**src/rtl/multicycle_ctrl.sv**
```systemverilog
// Multi-cycle MIPS control FSM: sequences fetch/decode/execute over a shared memory
// and a single ALU, with a ready handshake on memory and a retired-instruction counter.
module multicycle_ctrl #(
  parameter int COUNT_W = 32
) (
  input  logic               clk,
  input  logic               rst_n,
  input  logic [5:0]         opCode,
  input  logic               zero,
  input  logic               mem_ready,
  output logic               PCWrite,
  output logic               PCWriteCond,
  output logic               IorD,
  output logic               MemRead,
  output logic               MemWrite,
  output logic               IRWrite,
  output logic               MemtoReg,
  output logic               RegDst,
  output logic               RegWrite,
  output logic               ALUSrcA,
  output logic [1:0]         ALUSrcB,
  output logic [2:0]         ALUop,
  output logic [1:0]         PCSource,
  output logic               illegal_op,
  output logic [COUNT_W-1:0] instr_count
);

  localparam logic [3:0] IDLE   = 4'd0;
  localparam logic [3:0] FETCH  = 4'd1;
  localparam logic [3:0] DECODE = 4'd2;
  localparam logic [3:0] MEMADR = 4'd3;
  localparam logic [3:0] MEMRD  = 4'd4;
  localparam logic [3:0] MEMWB  = 4'd5;
  localparam logic [3:0] MEMWR  = 4'd6;
  localparam logic [3:0] EXEC   = 4'd7;
  localparam logic [3:0] ALUWB  = 4'd8;
  localparam logic [3:0] BRANCH = 4'd9;
  localparam logic [3:0] ADDIEX = 4'd10;
  localparam logic [3:0] ADDIWB = 4'd11;
  localparam logic [3:0] JUMP   = 4'd12;

  localparam logic [5:0] OP_RTYPE = 6'b000000;
  localparam logic [5:0] OP_LW    = 6'b100011;
  localparam logic [5:0] OP_SW    = 6'b101011;
  localparam logic [5:0] OP_BEQ   = 6'b000100;
  localparam logic [5:0] OP_ADDI  = 6'b001000;
  localparam logic [5:0] OP_J     = 6'b000010;

  logic [3:0] stateReg;
  logic [3:0] stateNext;
  logic       retire;
  logic       legalOp;

  // The branch condition is applied in the datapath (PCWriteCond & zero), not here.
  logic unusedZero;
  assign unusedZero = zero;

  always_comb begin
    legalOp = 1'b0;
    case (opCode)
      OP_RTYPE, OP_LW, OP_SW, OP_BEQ, OP_ADDI, OP_J: legalOp = 1'b1;
      default:                                       legalOp = 1'b0;
    endcase
  end

  always_ff @(posedge clk or negedge rst_n) begin
    if (!rst_n) begin
      stateReg    <= IDLE;
      instr_count <= '0;
    end else begin
      stateReg <= stateNext;
      if (retire) instr_count <= instr_count + COUNT_W'(1);
    end
  end

  always_comb begin
    stateNext = stateReg;
    retire    = 1'b0;
    case (stateReg)
      IDLE:   stateNext = FETCH;
      FETCH:  if (mem_ready) stateNext = DECODE;
      DECODE: begin
        case (opCode)
          OP_RTYPE:      stateNext = EXEC;
          OP_LW, OP_SW:  stateNext = MEMADR;
          OP_BEQ:        stateNext = BRANCH;
          OP_ADDI:       stateNext = ADDIEX;
          OP_J:          stateNext = JUMP;
          default:       stateNext = FETCH;
        endcase
      end
      MEMADR: stateNext = (opCode == OP_SW) ? MEMWR : MEMRD;
      MEMRD:  if (mem_ready) stateNext = MEMWB;
      MEMWR: begin
        if (mem_ready) begin
          stateNext = FETCH;
          retire    = 1'b1;
        end
      end
      EXEC:   stateNext = ALUWB;
      ADDIEX: stateNext = ADDIWB;
      MEMWB, ALUWB, BRANCH, ADDIWB, JUMP: begin
        stateNext = FETCH;
        retire    = 1'b1;
      end
      default: stateNext = FETCH;
    endcase
  end

  // Outputs decode from the state register, so an async reset clears them at once.
  always_comb begin
    PCWrite     = 1'b0;
    PCWriteCond = 1'b0;
    IorD        = 1'b0;
    MemRead     = 1'b0;
    MemWrite    = 1'b0;
    IRWrite     = 1'b0;
    MemtoReg    = 1'b0;
    RegDst      = 1'b0;
    RegWrite    = 1'b0;
    ALUSrcA     = 1'b0;
    ALUSrcB     = 2'b00;
    ALUop       = 3'b000;
    PCSource    = 2'b00;
    illegal_op  = 1'b0;
    case (stateReg)
      FETCH: begin
        MemRead = 1'b1;
        ALUSrcB = 2'b01;
        IRWrite = mem_ready;
        PCWrite = mem_ready;
      end
      DECODE: begin
        ALUSrcB    = 2'b11;
        illegal_op = !legalOp;
      end
      MEMADR, ADDIEX: begin
        ALUSrcA = 1'b1;
        ALUSrcB = 2'b10;
      end
      MEMRD: begin
        MemRead = 1'b1;
        IorD    = 1'b1;
      end
      MEMWB: begin
        RegWrite = 1'b1;
        MemtoReg = 1'b1;
      end
      MEMWR: begin
        MemWrite = 1'b1;
        IorD     = 1'b1;
      end
      EXEC: begin
        ALUSrcA = 1'b1;
        ALUop   = 3'b010;
      end
      ALUWB: begin
        RegWrite = 1'b1;
        RegDst   = 1'b1;
      end
      BRANCH: begin
        ALUSrcA     = 1'b1;
        ALUop       = 3'b001;
        PCWriteCond = 1'b1;
        PCSource    = 2'b01;
      end
      ADDIWB: RegWrite = 1'b1;
      JUMP: begin
        PCWrite  = 1'b1;
        PCSource = 2'b10;
      end
      default: ;
    endcase
  end

endmodule

```
**config.mk**
```make
export PLATFORM = sky130hd
export DESIGN_NAME = multicycle_ctrl
export DESIGN_NICKNAME = d
export VERILOG_FILES = /design/src/rtl/multicycle_ctrl.sv
export SDC_FILE = /design/constraint.sdc
export NUM_CORES = 1
export LEC_CHECK = 0
export BUFFER_PORTS_ARGS = -buffer_cell sky130_fd_sc_hd__clkbuf_2
export CORE_ASPECT_RATIO = 0.5
export CORE_MARGIN = 1
export CORE_UTILIZATION = 45
export DETAILED_ROUTE_END_ITERATION = 10
export GPL_TIMING_DRIVEN = 0
export PLACE_DENSITY_LB_ADDON = 0.1
export SYNTH_ARGS = -nofsm -noshare
export SYNTH_HDL_FRONTEND = slang
export SYNTH_SLANG_ARGS = --single-unit
```
**constraint.sdc**
```tcl
create_clock -name clk -period 2 [get_ports clk]
set_input_delay 0.3 -clock clk [delete_from_list [all_inputs] [get_ports clk]]
set_output_delay 0.3 -clock clk [all_outputs]
set_load 0.05 [all_outputs]
```
==> insert_results.sql, run 1 <==
INSERT INTO impl_metrics (metric_group, metric, value, unit) VALUES
('status', 'status', 'finished, violations left', ''),
('status', 'violations_in_the_final_reports', 'design-rule violations', ''),
('placed_design', 'port_buffers', '56', ''),
('sta', 'tightest_slew', '890.8', 'ps'),
('clocking', 'cts.path.max_buffers', '2', ''),
('routing', 'detail_route.first_pass.iterations', '9', ''),
('setup_path', 'worstSetupPathType', 'reg -> out', ''),
('sta', 'finalCriticalPeriod', '1915', 'ps'),
('clocking', 'cts.clk_slew.worst_paths', '80', 'ps'),
('routing', 'final_antenna_net_count', '0', ''),
('routing', 'route.detailed.drc', '3', ''),
('yosys', 'netlist.area_leader.share', '0.4330', ''),
('global_route', 'grt_overflow_total', '0', ''),
('yosys', 'ys_top_cells_by_area', 'dfrtp_1 (43%), xnor2_1 (7.6%), xor2_1 (6.3%)', ''),
('clocking', 'clock_latency', '290', 'ps'),
('die', 'area_of_the_die', '4917', 'um^2'),
('yosys', 'post_synth.cell_area_avg', '9.501', 'um^2'),
('global_route', 'grt_pass1_vias', '1522', ''),
('sta', 'grt_setup_unrepaired', 'no', ''),
('clocking', 'cts_buffers', '5', ''),
('placed_design', 'post_dp_cell_area', '2472', 'um^2'),
('yosys', 'synth_xor_area_frac', '0.1467', ''),
('sta', 'clock_skew', '6.303', 'ps'),
('sta', 'final_hold_viol_count', '0', ''),
('yosys', 'yosys.area.top_type', 'dfrtp_1', ''),
('cells_and_area', 'finish.instance_area', '2650', 'um^2'),
('yosys', 'synthCells', '219', ''),
('placed_design', 'placement.setup.worst_slack', '60.47', 'ps'),
('cells_and_area', 'layout.cells.non_filler', '339', ''),
('clocking', 'numClockSinks', '36', ''),
('cells_and_area', 'mostFrequentLayoutCells', 'clkbuf_2 (51), dfrtp_1 (26), nor2_1 (18), xnor2_1 (18), nand2_1 (17)', ''),
('yosys', 'synth_seq_area_share', '0.4330', ''),
('sta', 'setup_viol', '0', ''),
('cells_and_area', 'drive_gt1_frac', '0.3688', ''),
('power', 'switching_share', '0.4523', ''),
('die', 'core_outline_area', '4424', 'um^2'),
('routing', 'wl', '4.352', 'mm'),
('sta', 'holdWs', '121.3', 'ps'),
('power', 'internal-power', '1.656', 'mW'),
('routing', 'number_of_vias_per_cell', '5.201', ''),
('global_route', 'grt_start_max_net_pins', '37', ''),
('global_route', 'grt_antenna_before_repair', '0', ''),
('power', 'pwr_dens', '1141', 'nW/um^2'),
('cells_and_area', 'mostFrequentLayoutCell', 'clkbuf_2', ''),
('global_route', 'groute.usage.overall', '0.1841', ''),
('yosys', 'syn-num-nets', '230', ''),
('yosys', 'synth.mux.area_fraction', '0.01563', ''),
('power', 'seq_power_share', '0.297', ''),
('yosys', 'synth.lib_cells_used.distinct', '44', ''),
('yosys', 'synth_simple_gate_area_share', '0.2616', ''),
('cells_and_area', 'multi_input_comb_area', '1146', 'um^2'),
('sta', 'fmax', '522.1', 'MHz'),
('yosys', 'yosys_warnings', '0', ''),
('cells_and_area', 'n_antenna_cell', '0', ''),
('placed_design', 'dp.final_hpwl', '3.114', 'mm'),
('cells_and_area', 'ff_latch_area', '913.4', 'um^2'),
('yosys', 'synth_top_family_by_area', 'simple AND/OR/NAND/NOR gates', ''),
('sta', 'fin_crit_share', '0.9577', ''),
('sta', 'relSlewSlack', '0.4061', ''),
('run', 'drv.max_cap_violation_count', '0', ''),
('power', 'share_comb_of_total_power', '0.494', ''),
('sta', 'setup_tns', '0', 'ps'),
('die', 'die-width', '98.17', 'um'),
('setup_path', 'worst-endpoint-arrival', '1620', 'ps'),
('setup_path', 'timing.critical_path.to_type', 'output port', ''),
('cells_and_area', 'fin_nets', '292', ''),
('die', 'placementRows', '17', ''),
('routing', 'initial_detailed_routing_violation_count', '59', ''),
('placed_design', 'placed_cells', '332', ''),
('yosys', 'synth-seq-cells', '36', ''),
('power', 'clkPwrFrac', '0.209', '');
[stage by stage]
stage / util / power, mW
final: 0.5990 / 3.023
after global routing: 0.5990 / 3.189
after CTS: 0.5905 / 2.990
after detailed placement: 0.5588 / 2.297
after global placement: 0.5588 / 2.270
after floorplan: - / 2.000
[final timing paths]
kind                       depth (start not counted)                          end  slack [ps]                       start
max                                                5                      PCWrite          80     stateReg[0]$_DFFE_PN0P_
min                                                1  instr_count[30]$_DFFE_PN0P_         120                       rst_n
max reg2reg                                        7  instr_count[31]$_DFFE_PN0P_          90     stateReg[3]$_DFFE_PN0P_
min reg2reg                                        1   instr_count[9]$_DFFE_PN0P_         480  instr_count[9]$_DFFE_PN0P_
max in group asynchronous                          1      stateReg[2]$_DFFE_PN0P_        1250                       rst_n
min in group clk                                   2      stateReg[1]$_DFFE_PN0P_         340                   mem_ready
[critical path: stages, from the launching register on]
cell	delay [ps]
dfrtp_1	360
clkbuf_4	170
nor2b_1	160
and3_1	170
or2_2	300
buf_6	160
[cell type report]
class,instances,area share
buffer,10,0.03211
clock buffer,5,0.02597
multi-input combinational,165,0.4325
inverter,7,0.009915
timing repair buffer,56,0.1119
tap,57,0.02691
clock inverter,3,0.01605
sequential,36,0.3447
[power groups by stage]
stage | logic (mW) | clock network, mW | registers (mW)
4_1_cts | 1.44 | 0.658 | 0.894
3_3_place_gp | 1.37 | 0 | 0.903
6_report | 1.49 | 0.631 | 0.898
3_5_place_dp | 1.39 | 0 | 0.909
5_1_grt | 1.60 | 0.677 | 0.911
2_1_floorplan | 0.965 | 0 | 1.04
[flip-flops by register name, summed over array words and instances, names as in the netlist]
name	count
stateReg	4
instr_count	32
[cell usage after synthesis, drive strengths merged]
cell and count:
a21oi 10, nand2 17, a21boi 2, or2 1, o22ai 3, nor2 19, clkbuf 5, a32o 1
buf 6, o21a 1, nand2b 6, xnor2 19, nor3b 2, dfrtp 36, nand4 3, xor2 15
and3 9, a21o 2, and4 5, o21ai 7, mux2i 1, nor2b 4, nand3b 1, conb 1
or4 1, and2 3, inv 7, a2111oi 1, mux2 2, ha 1, nor4 4, nand3 9
nor3 12, o31ai 2, or3 1
[per-layer routing]
metal / part of all wire / global-route usage
met1: 0.49 / 0.2520
met5: 0 / 0
met3: 0.053 / 0.04397
met4: 0 / 0.05970
met2: 0.45 / 0.2887
[logic make-up after synthesis]
family | after synthesis
simple gates | 97
flops | 36
xor+xnor | 34
compound gates | 29
buf+inv | 18
mux | 3
fa+ha+maj | 1
other cells | 1
[what timing repair did]
action | in CTS | in global routing
gates resized for setup | 13 | 14
hold endpoints to repair | 0 | 0
pin swaps | 0 | 0
endpoints found under the setup margin | 14 | 19
hold buffers | 0 | 0
(Power assumes the default switching activity.)
==> run 2, diff against run 1 <==
--- a/config.mk
+++ b/config.mk
@@ -8,7 +8,7 @@
 export BUFFER_PORTS_ARGS = -buffer_cell sky130_fd_sc_hd__clkbuf_2
 export CORE_ASPECT_RATIO = 0.5
 export CORE_MARGIN = 1
-export CORE_UTILIZATION = 45
+export CORE_UTILIZATION = 35
 export DETAILED_ROUTE_END_ITERATION = 10
 export GPL_TIMING_DRIVEN = 0
 export PLACE_DENSITY_LB_ADDON = 0.1
==> run 2 against run 1 <==
Net effect:
- the run still ends with design-rule violations left
- clock skew down 0.55 ps
- critical path depth unchanged
- wire length up 3.7%
- sequential share of layout area down 0.78 points
- hold slack better by 28 ps
- fmax down 0.29%
- global-route usage down 3.2 points
- sequential cell count unchanged
- setup slack worse by 5.6 ps
- core utilization down 12 points
- first-iteration DRC count up 6.8%
==> insert_results.sql, run 2 (same netlist as run 1, synthesis figures left out) <==
INSERT INTO impl_metrics (metric_group, metric, value, unit) VALUES
('sta', 'relSlewSlack', '0.3927', ''),
('global_route', 'groute.usage.overall', '0.1525', ''),
('sta', 'fin_crit_share', '0.9605', ''),
('cells_and_area', 'finish.instance_area', '2708', 'um^2'),
('placed_design', 'post_dp_cell_area', '2492', 'um^2'),
('cells_and_area', 'fin_util', '0.4826', ''),
('setup_path', 'timing.critical_path.to_type', 'output port', ''),
('setup_path', 'cp_cell_sequence', 'buf_2 -> nor2b_1 -> and3_1 -> or2_2 -> buf_4', ''),
('die', 'initial_utilization', '0.3709', ''),
('sta', 'final_hold_viol_count', '0', ''),
('setup_path', 'cpPeakStageDelay', '350', 'ps'),
('routing', 'num_vias', '1767', ''),
('status', 'violations_in_the_final_reports', 'design-rule violations', ''),
('placed_design', 'place.gp.congestion', '0.8420', ''),
('global_route', 'grt_pass1_wl', '7.569', 'mm'),
('sta', 'fmax', '520.6', 'MHz'),
('sta', 'tightest_slew', '911.0', 'ps'),
('clocking', 'cts.clk_slew.worst_paths', '50', 'ps'),
('clocking', 'tritoncts', 'built', ''),
('sta', 'finalCriticalPeriod', '1921', 'ps'),
('cells_and_area', 'mostFrequentLayoutCells', 'clkbuf_2 (50), dfrtp_1 (27), xnor2_1 (18)', ''),
('global_route', 'grt_start_max_net_pins', '37', ''),
('die', 'floorplan.io_pins', '60', ''),
('routing', 'route.detailed.drc', '5', ''),
('clocking', 'root_buffer_cell', 'clkbuf_16', ''),
('cells_and_area', 'fin_nets', '293', ''),
('clocking', 'cts_buffers', '5', ''),
('routing', 'initial_detailed_routing_violation_count', '63', ''),
('global_route', 'grt_antenna_before_repair', '0', ''),
('cells_and_area', 'n_antenna_cell', '0', ''),
('clocking', 'cts.path.max_buffers', '2', ''),
('clocking', 'cts_hold_buf', '0', ''),
('die', 'placementRows', '19', ''),
('die', 'area_of_the_die', '6276', 'um^2'),
('die', 'core_outline_area', '5610', 'um^2'),
('setup_path', 'worst-endpoint-arrival', '1620', 'ps'),
('clocking', 'cts_post_setup_buffers_inserted', '0', ''),
('global_route', 'grt_pass1_vias', '1588', ''),
('power', 'vdd_drop_max', '1.244', 'mV'),
('global_route', 'grt_overflow_total', '0', ''),
('die', 'die-width', '111.0', 'um'),
('placed_design', 'port_buffers', '56', ''),
('routing', 'detail_route.first_pass.iterations', '7', ''),
('setup_path', 'critical_path.slowest_cell', 'dfrtp_1', ''),
('placed_design', 'dp.final_hpwl', '3.278', 'mm'),
('clocking', 'numClockSinks', '36', ''),
('routing', 'routedWlPerCell', '12.68', 'um'),
('routing', 'number_of_vias_per_cell', '4.963', ''),
('die', 'dieHeight', '56.52', 'um'),
('cells_and_area', 'top_flop_regs', 'instr_count (32), stateReg (4)', ''),
('run', 'drv.max_cap_violation_count', '0', ''),
('cells_and_area', 'mostFrequentLayoutCell', 'clkbuf_2', ''),
('routing', 'wl', '4.513', 'mm'),
('cells_and_area', 'largest_register_ff_count', '32', ''),
('clocking', 'clock_latency', '270', 'ps'),
('sta', 'drv_slew', '0', ''),
('cells_and_area', 'registers.top_by_ff_count', 'instr_count', ''),
('clocking', 'htree_num_levels', '2', ''),
('status', 'status', 'finished, violations left', ''),
('cells_and_area', 'fill_cells', '559', ''),
('sta', 'clock_skew', '5.748', 'ps'),
('power', 'pwr_dens', '1190', 'nW/um^2'),
('setup_path', 'worstSetupPathType', 'reg -> out', ''),
('cells_and_area', 'synthToLayoutAreaGrowth', '30.13', '%'),
('sta', 'setup_viol', '0', ''),
('setup_path', 'required_time_of_the_critical_path', '1700', 'ps'),
('setup_path', 'timing.critical_path.from_type', 'flip-flop', ''),
('setup_path', 'critPathMaxFanout', '9', ''),
('min_path', 'hold_class', 'in -> async', ''),
('power', 'cellLeakagePower', '1.337', 'nW'),
('cells_and_area', 'drive_gt1_frac', '0.3675', ''),
('clocking', 'cts_resized', '9', ''),
('routing', 'final_antenna_net_count', '0', ''),
('sta', 'grt_setup_unrepaired', 'yes', '');
==> run 2: cell types whose count changed in the layout (fill, tap and decap cells not counted), sizes merged <==
cell	before	now
buf	8	12
clkbuf	63	61
clkinvlp	1	0
==> run 2: critical path, delay by kind of cell (launching register included) <==
family                 cells  cell delay (ps)
AND/OR/NAND/NOR            3              640
buffers and inverters      2              360
flip-flops                 1              350
==> run 2: layout make-up <==
class / count / area (um^2) / area share
multi-input cells: 165 / 1136 / 0.4196
flip-flops and latches: 36 / 912.1 / 0.3369
repair buffers: 56 / 292.8 / 0.1081
clock buffers: 6 / 128.9 / 0.04760
well taps: 73 / 91.34 / 0.03373
plain buffers: 11 / 85.08 / 0.03142
clock inverters: 2 / 35.03 / 0.01294
inverters: 7 / 26.28 / 0.009704
==> run 2: worst paths after layout <==
path | slack [ps] | end | from | depth (start not counted)
worst max-delay path | 80 | PCWrite | stateReg[0]$_DFFE_PN0P_ | 5
worst min-delay path | 150 | instr_count[5]$_DFFE_PN0P_ | rst_n | 1
worst max register to register | 90 | instr_count[31]$_DFFE_PN0P_ | stateReg[1]$_DFFE_PN0P_ | 5
worst min register to register | 470 | instr_count[9]$_DFFE_PN0P_ | instr_count[9]$_DFFE_PN0P_ | 1
max in group asynchronous | 1220 | stateReg[2]$_DFFE_PN0P_ | rst_n | 1
min in group clk | 370 | stateReg[1]$_DFFE_PN0P_ | mem_ready | 2
==> run 2: layer usage <==
metal,global-route usage,wire length (um)
met1,0.2209,2339
met2,0.2255,1913
met3,0.03888,229
met4,0.04054,31
met5,0,0
==> run 2: power by group <==
| part | internal [mW] | switching (mW) | leakage [nW] |
|---|---|---|---|
| clock network | 0.586 | 0.281 | 0.0808 |
| logic | 0.459 | 0.998 | 0.809 |
| registers | 0.807 | 0.0933 | 0.448 |
| total | 1.85 | 1.37 | 1.34 |
==> run 2: per-stage QoR <==
| step | TNS, ps | power (mW) | std cells | setup slack, ps | hold WS, ps |
|---|---|---|---|---|---|
| after CTS | 0 | 3.212 | 356 | 5.062 | 189.0 |
| after global placement | 0 | 2.282 | 348 | 48.39 | 462.0 |
| after global routing | -2.225 | 3.391 | 356 | -2.225 | 238.4 |
| after detailed placement | 0 | 2.299 | 348 | 26.67 | 465.9 |
| after floorplan | -36.44 | 2.000 | 219 | -31.32 | 4.409 |
| final | 0 | 3.223 | 356 | 78.97 | 149.2 |
